File: config.mk
export PLATFORM = sky130hd
export DESIGN_NAME = pc_sequencer
export DESIGN_NICKNAME = d
export VERILOG_FILES = /design/src/rtl/seq_pkg.sv /design/src/rtl/cond_eval.sv /design/src/rtl/pc_sequencer.sv
export SDC_FILE = /design/constraint.sdc
export NUM_CORES = 1
export LEC_CHECK = 0
export CORE_MARGIN = 2
export CORE_UTILIZATION = 45
export DETAILED_ROUTE_END_ITERATION = 8
export GPL_ROUTABILITY_DRIVEN = 0
export PLACE_DENSITY_LB_ADDON = 0.3
export SETUP_SLACK_MARGIN = 0.15
export SYNTH_ARGS = -nofsm -noshare
export SYNTH_HDL_FRONTEND = slang
export SYNTH_SLANG_ARGS = --single-unit
File: constraint.sdc
create_clock -name clk -period 2.2 [get_ports clk]
set_clock_uncertainty 0.05 [all_clocks]
set_input_delay 0.33 -clock clk [delete_from_list [all_inputs] [get_ports clk]]
set_output_delay 0.33 -clock clk [all_outputs]
set_load 0.01 [all_outputs]
File: src/rtl/seq_pkg.sv
//------------------------------------------------------------------------------
// seq_pkg : condition codes, flag indices and state encoding for the PC sequencer
// Rev 1.0
//------------------------------------------------------------------------------
`default_nettype none

package seq_pkg;

    localparam logic [2:0] COND_ALW = 3'b000;
    localparam logic [2:0] COND_Z   = 3'b001;
    localparam logic [2:0] COND_NZ  = 3'b010;
    localparam logic [2:0] COND_N   = 3'b011;
    localparam logic [2:0] COND_NN  = 3'b100;
    localparam logic [2:0] COND_C   = 3'b101;
    localparam logic [2:0] COND_NC  = 3'b110;
    localparam logic [2:0] COND_V   = 3'b111;

    localparam int FLG_Z = 0;
    localparam int FLG_N = 1;
    localparam int FLG_C = 2;
    localparam int FLG_V = 3;

    typedef enum logic [0:0] {
        ST_RUN  = 1'b0,
        ST_HALT = 1'b1
    } seq_state_e;

endpackage

`default_nettype wire

File: src/rtl/cond_eval.sv
//------------------------------------------------------------------------------
// cond_eval : decodes a jump condition code against the ALU flags {V,C,N,Z}
// Rev 1.0
//------------------------------------------------------------------------------
`default_nettype none

module cond_eval
    import seq_pkg::*;
(
    input  logic [2:0] jmp_cond,
    input  logic [3:0] flags,
    output logic       cond_true
);

    always_comb begin
        cond_true = 1'b0;
        case (jmp_cond)
            COND_ALW: cond_true = 1'b1;
            COND_Z:   cond_true = flags[FLG_Z];
            COND_NZ:  cond_true = ~flags[FLG_Z];
            COND_N:   cond_true = flags[FLG_N];
            COND_NN:  cond_true = ~flags[FLG_N];
            COND_C:   cond_true = flags[FLG_C];
            COND_NC:  cond_true = ~flags[FLG_C];
            COND_V:   cond_true = flags[FLG_V];
            default:  cond_true = 1'b0;
        endcase
    end

endmodule

`default_nettype wire

File: src/rtl/pc_sequencer.sv
//------------------------------------------------------------------------------
// pc_sequencer : program counter with conditional jumps, stall, single-step,
//                terminal halt address, sticky wrap flag and retire counter
// Rev 1.0
//------------------------------------------------------------------------------
`default_nettype none

module pc_sequencer
    import seq_pkg::*;
#(
    parameter int unsigned PC_W       = 4,
    parameter int unsigned RESET_ADDR = 0,
    parameter int unsigned HALT_ADDR  = (1 << PC_W) - 1,
    parameter int unsigned CNT_W      = 16
) (
    input  logic             clk,
    input  logic             rst_n,
    input  logic             en,
    input  logic             step_mode,
    input  logic             step_req,
    input  logic             jmp_en,
    input  logic [2:0]       jmp_cond,
    input  logic [PC_W-1:0]  jmp_addr,
    input  logic [3:0]       flags,
    input  logic             halt_clr,
    output logic [PC_W-1:0]  pc,
    output logic             halted,
    output logic             wrapped,
    output logic [CNT_W-1:0] retire_cnt
);

    localparam logic [PC_W-1:0] C_RESET_PC = RESET_ADDR[PC_W-1:0];
    localparam logic [PC_W-1:0] C_HALT_PC  = HALT_ADDR[PC_W-1:0];

    if (C_RESET_PC == C_HALT_PC) begin : g_bad_cfg
        $error("pc_sequencer: RESET_ADDR must differ from HALT_ADDR");
    end

    seq_state_e       state_q, state_d;
    logic [PC_W-1:0]  pc_q, pc_d;
    logic [CNT_W-1:0] cnt_q, cnt_d;
    logic             wrapped_q, wrapped_d;
    logic             step_req_q, step_req_d;

    logic             cond_true;
    logic             step_rise;
    logic             adv;
    logic             take;
    logic [PC_W-1:0]  pc_nxt;

    cond_eval u_cond_eval (
        .jmp_cond  (jmp_cond),
        .flags     (flags),
        .cond_true (cond_true)
    );

    always_comb begin
        step_rise  = step_req & ~step_req_q;
        adv        = (state_q == ST_RUN) & en & (step_mode ? step_rise : 1'b1);
        take       = jmp_en & cond_true;
        pc_nxt     = take ? jmp_addr : pc_q + PC_W'(1);

        state_d    = state_q;
        pc_d       = pc_q;
        cnt_d      = cnt_q;
        wrapped_d  = wrapped_q;
        step_req_d = step_req;

        // Restart wins over any advance, including one that would jump.
        if (halt_clr) begin
            state_d   = ST_RUN;
            pc_d      = C_RESET_PC;
            cnt_d     = '0;
            wrapped_d = 1'b0;
        end else if (adv) begin
            pc_d = pc_nxt;
            if (!(&cnt_q)) begin
                cnt_d = cnt_q + CNT_W'(1);
            end
            if (!take && (&pc_q)) begin
                wrapped_d = 1'b1;
            end
            if (pc_nxt == C_HALT_PC) begin
                state_d = ST_HALT;
            end
        end
    end

    always_ff @(posedge clk or negedge rst_n) begin
        if (!rst_n) begin
            state_q    <= ST_RUN;
            pc_q       <= C_RESET_PC;
            cnt_q      <= '0;
            wrapped_q  <= 1'b0;
            step_req_q <= 1'b0;
        end else begin
            state_q    <= state_d;
            pc_q       <= pc_d;
            cnt_q      <= cnt_d;
            wrapped_q  <= wrapped_d;
            step_req_q <= step_req_d;
        end
    end

    assign pc         = pc_q;
    assign halted     = (state_q == ST_HALT);
    assign wrapped    = wrapped_q;
    assign retire_cnt = cnt_q;

endmodule

`default_nettype wire
After elaboration in Yosys (flattened, before gate mapping)

Index checks and enable logic that the tools add are counted.
Widths: inputs -> output; s select.

Mux-type cells: 14
Reductions and logical operators: 11
Add/subtract/negate cells: 2
Bitwise operators: 9
Eq/ne operators: 9

Operator list:

| cell                  | count |
|---|---|
| $mux 16               | 3 |
| $add 16x1->16 const B | 1 |
| $reduce_and 16->1     | 1 |
| $eq 3x3->1 const B    | 4 |
| $mux 4                | 3 |
| $pmux 1 s8            | 1 |
| $mux 1                | 7 |
| $eq 3x2->1 const B    | 2 |
| $reduce_and 2->1      | 3 |
| $reduce_bool 2->1     | 3 |
| $not 1->1             | 5 |
| $add 4x1->4 const B   | 1 |
| $and 1x1->1           | 4 |
| $eq 4x4->1 const B    | 1 |
| $reduce_and 4->1      | 1 |
| $eq 3x1->1 const B    | 1 |
| $logic_not 3->1       | 1 |
| $ne 2x2->1 const B    | 1 |
| $logic_and 1x1->1     | 1 |
| $logic_not 1->1       | 1 |

Input port bits: 18
Register bits: 23

Longest topological paths before layout

Gate-level depths: netlist of the first run.

Depth after elaboration: 8
Gate-level depth with buffers: 6

Modules after synthesis

From an unflattened synthesis of the first run, not the netlist that was laid out.

Cells, all modules: 152
Area total of the unflattened synthesis: 1392.6 um^2

Modules (own cells, without submodules):

| module       | cells an instance | area an instance (um^2) | instances | sequential area each (um^2) |
|---|---|---|---|---|
| pc_sequencer | 143               | 1328.8                  | 1         | 575.6 |
| cond_eval    | 9                 | 63.8                    | 1         | 0.0 |

Worst setup path before layout of the first run

No wires, ideal clock.

Kind: flip-flop to flip-flop
Start point: reg cnt_q[0], in the netlist retire_cnt[0]
End point: reg cnt_q[11], in the netlist retire_cnt[11]
Data required time: 2.025 ns
Slack: 0.314 ns
Clock period less this slack: 1.886 ns
Cell stages (with the launch flop): 7
Arrival: 1.711 ns
Cell sequence: dfrtp_1 > ha_1 > inv_1 > or4_1 > o2111ai_1 > nor2_1 > mux2_2

Cells in the longest elaborated chain, start to end: 4
Elaborated cells between the ends (all ways): 7
Those cells by class: add/sub: 1; eq/ne: 1; mux: 3; reduce/logical: 2

RTL lines:

| element                | RTL line           | source |
|---|---|---|
| start, declared        | pc_sequencer.sv:41 | `logic [CNT_W-1:0] cnt_q, cnt_d;` |
| start signal, assigned | pc_sequencer.sv:99 | `cnt_q <= cnt_d;` |
| $add 16x1->16          | pc_sequencer.sv:78 | `cnt_d = cnt_q + CNT_W'(1);` |
| $mux 16                | pc_sequencer.sv:77 | `if (!(&cnt_q)) begin` |
| $mux 16                | pc_sequencer.sv:75 | `end else if (adv) begin` |
| $mux 16                | pc_sequencer.sv:70 | `if (halt_clr) begin` |

Parallel ways exist; a longest one is shown, timed or not. The select of a mux whose other input is x is not followed.
A chain may end at the register's enable or synchronous reset.

Worst setup path after layout of the first run

Ends and elaborated chain as after synthesis.

==> results.json, run 1 <==
{
  "slew_viol_final": 0,
  "yosysMostFrequentCell": "dfrtp_1",
  "clockRootBuffer": "clkbuf_4",
  "floorplan.initialDensity": 0.4654,
  "antenna_cells_inserted": 0,
  "fin_nets": 223,
  "synthCells": 153,
  "syn2layout_area_growth_pct": 37.78,
  "synthTopCellsByArea": "dfrtp_1 (41%), mux2i_1 (4.3%), nor2_1 (3.8%), o2111ai_1 (3.1%), nand2_1 (3.0%)",
  "drc": 0,
  "drt_iter0_drc": 68,
  "dr_wl_met2_mm": 1.780,
  "crit_arrival_ps": 2150,
  "clock_latency_ps": 310,
  "via_per_inst": 5.953,
  "cp-startpoint": "retire_cnt[0]",
  "fillers": 256,
  "vias": 1399,
  "max_cap_violations": 0,
  "period_share": 0.9033,
  "clock.fmax_mhz": 503.2,
  "yosys.area.top_type": "dfrtp_1",
  "ios": 40,
  "clkTransAtPathRegs_ps": 130,
  "yosys-top-cells-count": "dfrtp_1 (23), nor2_1 (14), nand2_1 (11)",
  "wl_mm": 3.538,
  "routed.top_layer": "met4",
  "cts_buffer_depth": 2,
  "fin_crit_ps": 1987,
  "wl_met3_um": 207,
  "cellLeakagePower_nw": 0.8188,
  "syn_nets": 173,
  "grt_overflow": 0,
  "synth.avg_cell_area_um2": 9.135,
  "crit_type": "register to register",
  "end_kind": "register",
  "synth_top_area_frac": 0.4118,
  "wl_per_cell_um": 15.06,
  "rows": 20,
  "hold_path_class": "input port to async pin",
  "critPathLaunchType": "register",
  "report.power.total_uw": 804.8,
  "drive_gt1_frac": 0.1089,
  "cp.required_ps": 2360,
  "clock-sinks": 23,
  "setup_violations": 0,
  "core_area_um2": 3003,
  "hold_viol_final": 0,
  "tightest_slew_ps": 350.4,
  "grt_pass1_vias": 1307,
  "status": "complete, no violations",
  "first_pass_iters": 4,
  "grt_max_degree": 28,
  "setup_ws_ps": 212.8,
  "synth_edf_count": 0,
  "ff2ff_setup_slack_ps": 210,
  "design.die.area_um2": 3568,
  "syn_area_um2": 1398,
  "rsz0062_at_grt": "yes",
  "port_buffers": 39,
  "synth_seq_cells": 23,
  "fp.dieW_um": 59.73,
  "wl_met1_mm": 1.516,
  "critPathMaxFanout": 5,
  "grt_pass1_wl_mm": 5.775,
  "relSlewSlack": 0.7650,
  "ir_worst_vdd_v": 0.0004287,
  "grt_usage": 0.2091,
  "numCtsBuffers": 3,
  "tritoncts": "yes",
  "htreeDepth": 1,
  "yosys_warnings": 0,
  "synth_seq_area_share": 0.4118,
  "pre_cts_ws_ps": -152.1,
  "async_flop_share": 1.000,
  "drtAntennaViolNets": 0,
  "synth_cell_type_count": 42,
  "antenna_found_initial": 0,
  "power_density_nw_per_um2": 418.0,
  "ys.flop_type": "dfrtp_1",
  "dieHeight_um": 59.73,
  "dp_hpwl_mm": 2.667,
  "timing.rr.start": "retire_cnt[0]"
}
==> path summary, 6_finish.rpt <==
check	cells past startpoint	endpoint
worst min register to register	2	wrapped
worst min-delay path	2	retire_cnt[13]
max in group asynchronous	2	wrapped
worst max register to register	6	retire_cnt[11]
min in group clk	1	step_req_q
worst max-delay path	6	retire_cnt[11]
==> area by class of cell <==
class	count	area, µm²	area share
clock buffer	4	26.28	0.01365
timing repair buffer	51	480.5	0.2495
multi-input combinational	118	779.5	0.4048
tap	33	41.29	0.02144
sequential	23	575.6	0.2989
inverter	6	22.52	0.01170
==> timing repair <==
action                                 in CTS  in global routing
hold buffers                                0                  0
gates resized for setup                     0                  3
endpoints found under the hold margin       0                  0
buffers inserted                            0                  1
setup endpoints to repair                   0                  5
==> state kept, by name (all words and copies together) (netlist names) <==
signal      flops
pc              4
retire_cnt     16
wrapped         1
halted          1
step_req_q      1
==> worst max-delay path, stage by stage, from the launching register on <==
cell and delay, ps:
dfrtp_1 420, ha_2 240, inv_1 100, or4_1 560, o2111ai_1 170, nor2_1 90
mux2_2 270
==> where the power goes <==
part           total, mW  leakage [nW]  switching (mW)  internal [mW]
logic              0.162         0.488          0.0741         0.0884
registers          0.444         0.316          0.0121          0.432
clock network      0.198        0.0150           0.127         0.0707
total              0.805         0.819           0.213          0.592
==> placed cells by master, fill, tap and decap left out, drive strengths merged, types with 4 or more instances in the layout <==
cell | synthesis | routed
xor2 | 4 | 4
nand2 | 11 | 11
a21oi | 9 | 9
o21ai | 8 | 8
nor2 | 14 | 14
dfrtp | 23 | 23
inv | 6 | 6
nand3 | 7 | 7
clkdlybuf4s50 | 0 | 39
nor2b | 6 | 6
o31ai | 4 | 4
mux2i | 6 | 6
clkbuf | 4 | 4
nand4 | 4 | 4
o2111ai | 5 | 5
and3 | 4 | 4
buf | 2 | 12
==> metal layers <==
layer	global-route usage	vias to the layer above
li1	-	673
met1	0.2740	674
met2	0.3478	48
met3	0.04762	4
met4	0.05397	0
met5	0	-
==> kinds of logic after synthesis <==
| kind of cell | Yosys count | share of synthesized area |
|---|---|---|
| buf+inv | 12 | 0.03849 |
| flops | 23 | 0.4118 |
| fa+ha+maj | 2 | 0.01790 |
| xor+xnor | 4 | 0.02506 |
| compound gates | 43 | 0.2149 |
| mux | 8 | 0.06177 |
| simple gates | 61 | 0.2301 |
==> through the flow <==
stage          setup TNS, ps    util  hold slack (ps)  instance area, µm²  instances
5_1_grt                    0  0.6413            311.7                1926        235
4_1_cts                    0  0.6350            307.2                1907        234
3_3_place_gp          -132.6  0.6263            438.9                1881        230
2_1_floorplan              0       -           -15.59                1398        153
6_report                   0  0.6413            298.7                1926        235
3_5_place_dp          -516.1  0.6263            437.1                1881        230
No activity file was read; power rests on OpenSTA's default activity.
==> run 2, diff against run 1 <==
Clock period 2.2 ns to 2.15 ns, I/O delays scaled along.
==> results.json, run 2 (synthesis gave the netlist of run 1 again) <==
{
  "grt_pass1_vias": 1378,
  "first_pass_iters": 5,
  "grt_pass1_wl_mm": 5.954,
  "layout_commonest_cell": "clkdlybuf4s50_1",
  "core_area_um2": 3003,
  "cts_hold_buf": 0,
  "fin_crit_ps": 1960,
  "rsz0062_at_grt": "yes",
  "cellInternalPower_uw": 605.3,
  "clockPowerShare": 0.244,
  "hold_viol_final": 0,
  "wl_per_cell_um": 15.38,
  "ios": 40,
  "clock-sinks": 23,
  "max_cap_violations": 0,
  "clockRootBuffer": "clkbuf_4",
  "rows": 20,
  "crit_type": "register to register",
  "design.die.area_um2": 3568,
  "dieHeight_um": 59.73,
  "fin_nets": 224,
  "pwr-share-seq": 0.551,
  "dp_hpwl_mm": 2.701,
  "antenna_found_initial": 0,
  "drt_iter0_drc": 59,
  "vias": 1421,
  "crit_path_cell_trace": "ha_2 > inv_1 > or4_1 > o2111ai_1 > nor2_1 > mux2_2",
  "cellLeakagePower_nw": 0.8334,
  "clock_latency_ps": 310,
  "crit_arrival_ps": 2120,
  "floorplan.initialDensity": 0.4654,
  "grt_usage": 0.2169,
  "via_per_inst": 6.021,
  "htreeDepth": 1,
  "cp.required_ps": 2320,
  "tritoncts": "yes",
  "port_buffers": 39,
  "status": "complete, no violations",
  "power_frac_comb": 0.205,
  "relSlewSlack": 0.7386,
  "dp.cells": 231,
  "mostFrequentLayoutCells": "clkdlybuf4s50_1 (38), dfrtp_1 (23), nor2_1 (14)",
  "numCtsBuffers": 3,
  "ir_worst_vdd_v": 0.0003962,
  "pre_cts_ws_ps": -206.0,
  "hold_ws_ps": 290.0,
  "drive_gt1_frac": 0.1133,
  "tightest_slew_ps": 389.8,
  "p_sw_frac": 0.2646,
  "end_kind": "register",
  "finalNonFillerCells": 236,
  "clkTransAtPathRegs_ps": 130,
  "path_buf_inv": 1,
  "critPathLaunchType": "register",
  "cpMaxStageDelayCell": "or4_1",
  "clock.fmax_mhz": 510.3,
  "power_density_nw_per_um2": 425.2,
  "hold_path_class": "input port to async pin",
  "syn2layout_area_growth_pct": 38.50,
  "wl_mm": 3.630,
  "slowest_delay_ps": 570,
  "fp.dieW_um": 59.73,
  "setup_violations": 0,
  "setup_ws_ps": 190.4,
  "largest_register_ffs": 16,
  "fillers": 264,
  "critPathMaxFanout": 5,
  "p_sw_uw": 217.8,
  "drc": 0,
  "drtAntennaViolNets": 0,
  "cts_buffer_depth": 2,
  "antenna_cells_inserted": 0,
  "critical-path-top-delay-family": "simple AND/OR/NAND/NOR gates",
  "grt_overflow": 0,
  "grt_max_degree": 28,
  "period_share": 0.9114,
  "slew_viol_final": 0
}
-- run 2: power groups by stage --
stage / logic (mW) / registers, mW / clock network [mW]
after detailed placement: 0.162 / 0.463 / 0
after CTS: 0.169 / 0.454 / 0.208
after global routing: 0.184 / 0.456 / 0.228
final: 0.168 / 0.454 / 0.201
after floorplan: 0.0684 / 0.465 / 0
after global placement: 0.156 / 0.463 / 0
-- run 2: worst paths after layout --
| check | to | depth (start not counted) | slack, ps | start |
|---|---|---|---|---|
| max | retire_cnt[11] | 6 | 190 | retire_cnt[1] |
| min | retire_cnt[13] | 2 | 290 | rst_n |
| max reg2reg | retire_cnt[11] | 6 | 190 | retire_cnt[1] |
| min reg2reg | wrapped | 2 | 470 | wrapped |
| max in group asynchronous | retire_cnt[6] | 2 | 1510 | rst_n |
| min in group clk | step_req_q | 1 | 410 | step_req |
-- run 2: cell type report --
type                    instances  area [µm²]  share of cell area
multi-input cells             118       779.5              0.4027
flip-flops and latches         23       575.6              0.2973
repair buffers                 52       490.5              0.2534
well taps                      33       41.29             0.02133
clock buffers                   4       26.28             0.01357
inverters                       6       22.52             0.01164
-- run 2: layer usage --
layer / routed length, µm / vias to the layer above / GRT usage
met4: 19 / 0 / 0.05397
met1: 1619 / 707 / 0.2785
li1: - / 670 / -
met5: 0 / - / 0
met2: 1854 / 42 / 0.3696
met3: 138 / 2 / 0.04762
-- run 2: per-stage QoR --
stage	power (mW)	area [µm²]	util	setup TNS, ps
floorplan	0.5335	1398	-	0
global placement	0.6188	1888	0.6288	-264.5
detailed placement	0.6255	1888	0.6288	-793.0
CTS	0.8308	1927	0.6417	0
global route	0.8683	1936	0.6446	0
finish	0.8231	1936	0.6446	0
-- run 2: worst register-to-register path, delay by kind of cell, from the launching register on --
family                     cells  cell delay (ps)
AOI/OAI and AO/OA              1              160
adders and majority gates      1              230
buffers and inverters          1              100
DFF                            1              410
muxes                          1              270
and+or+nand+nor                2              650
-- run 2: what timing repair did --
action	CTS	global route
buffers inserted	1	0
endpoints found under the setup margin	3	7
gates resized for setup	1	3
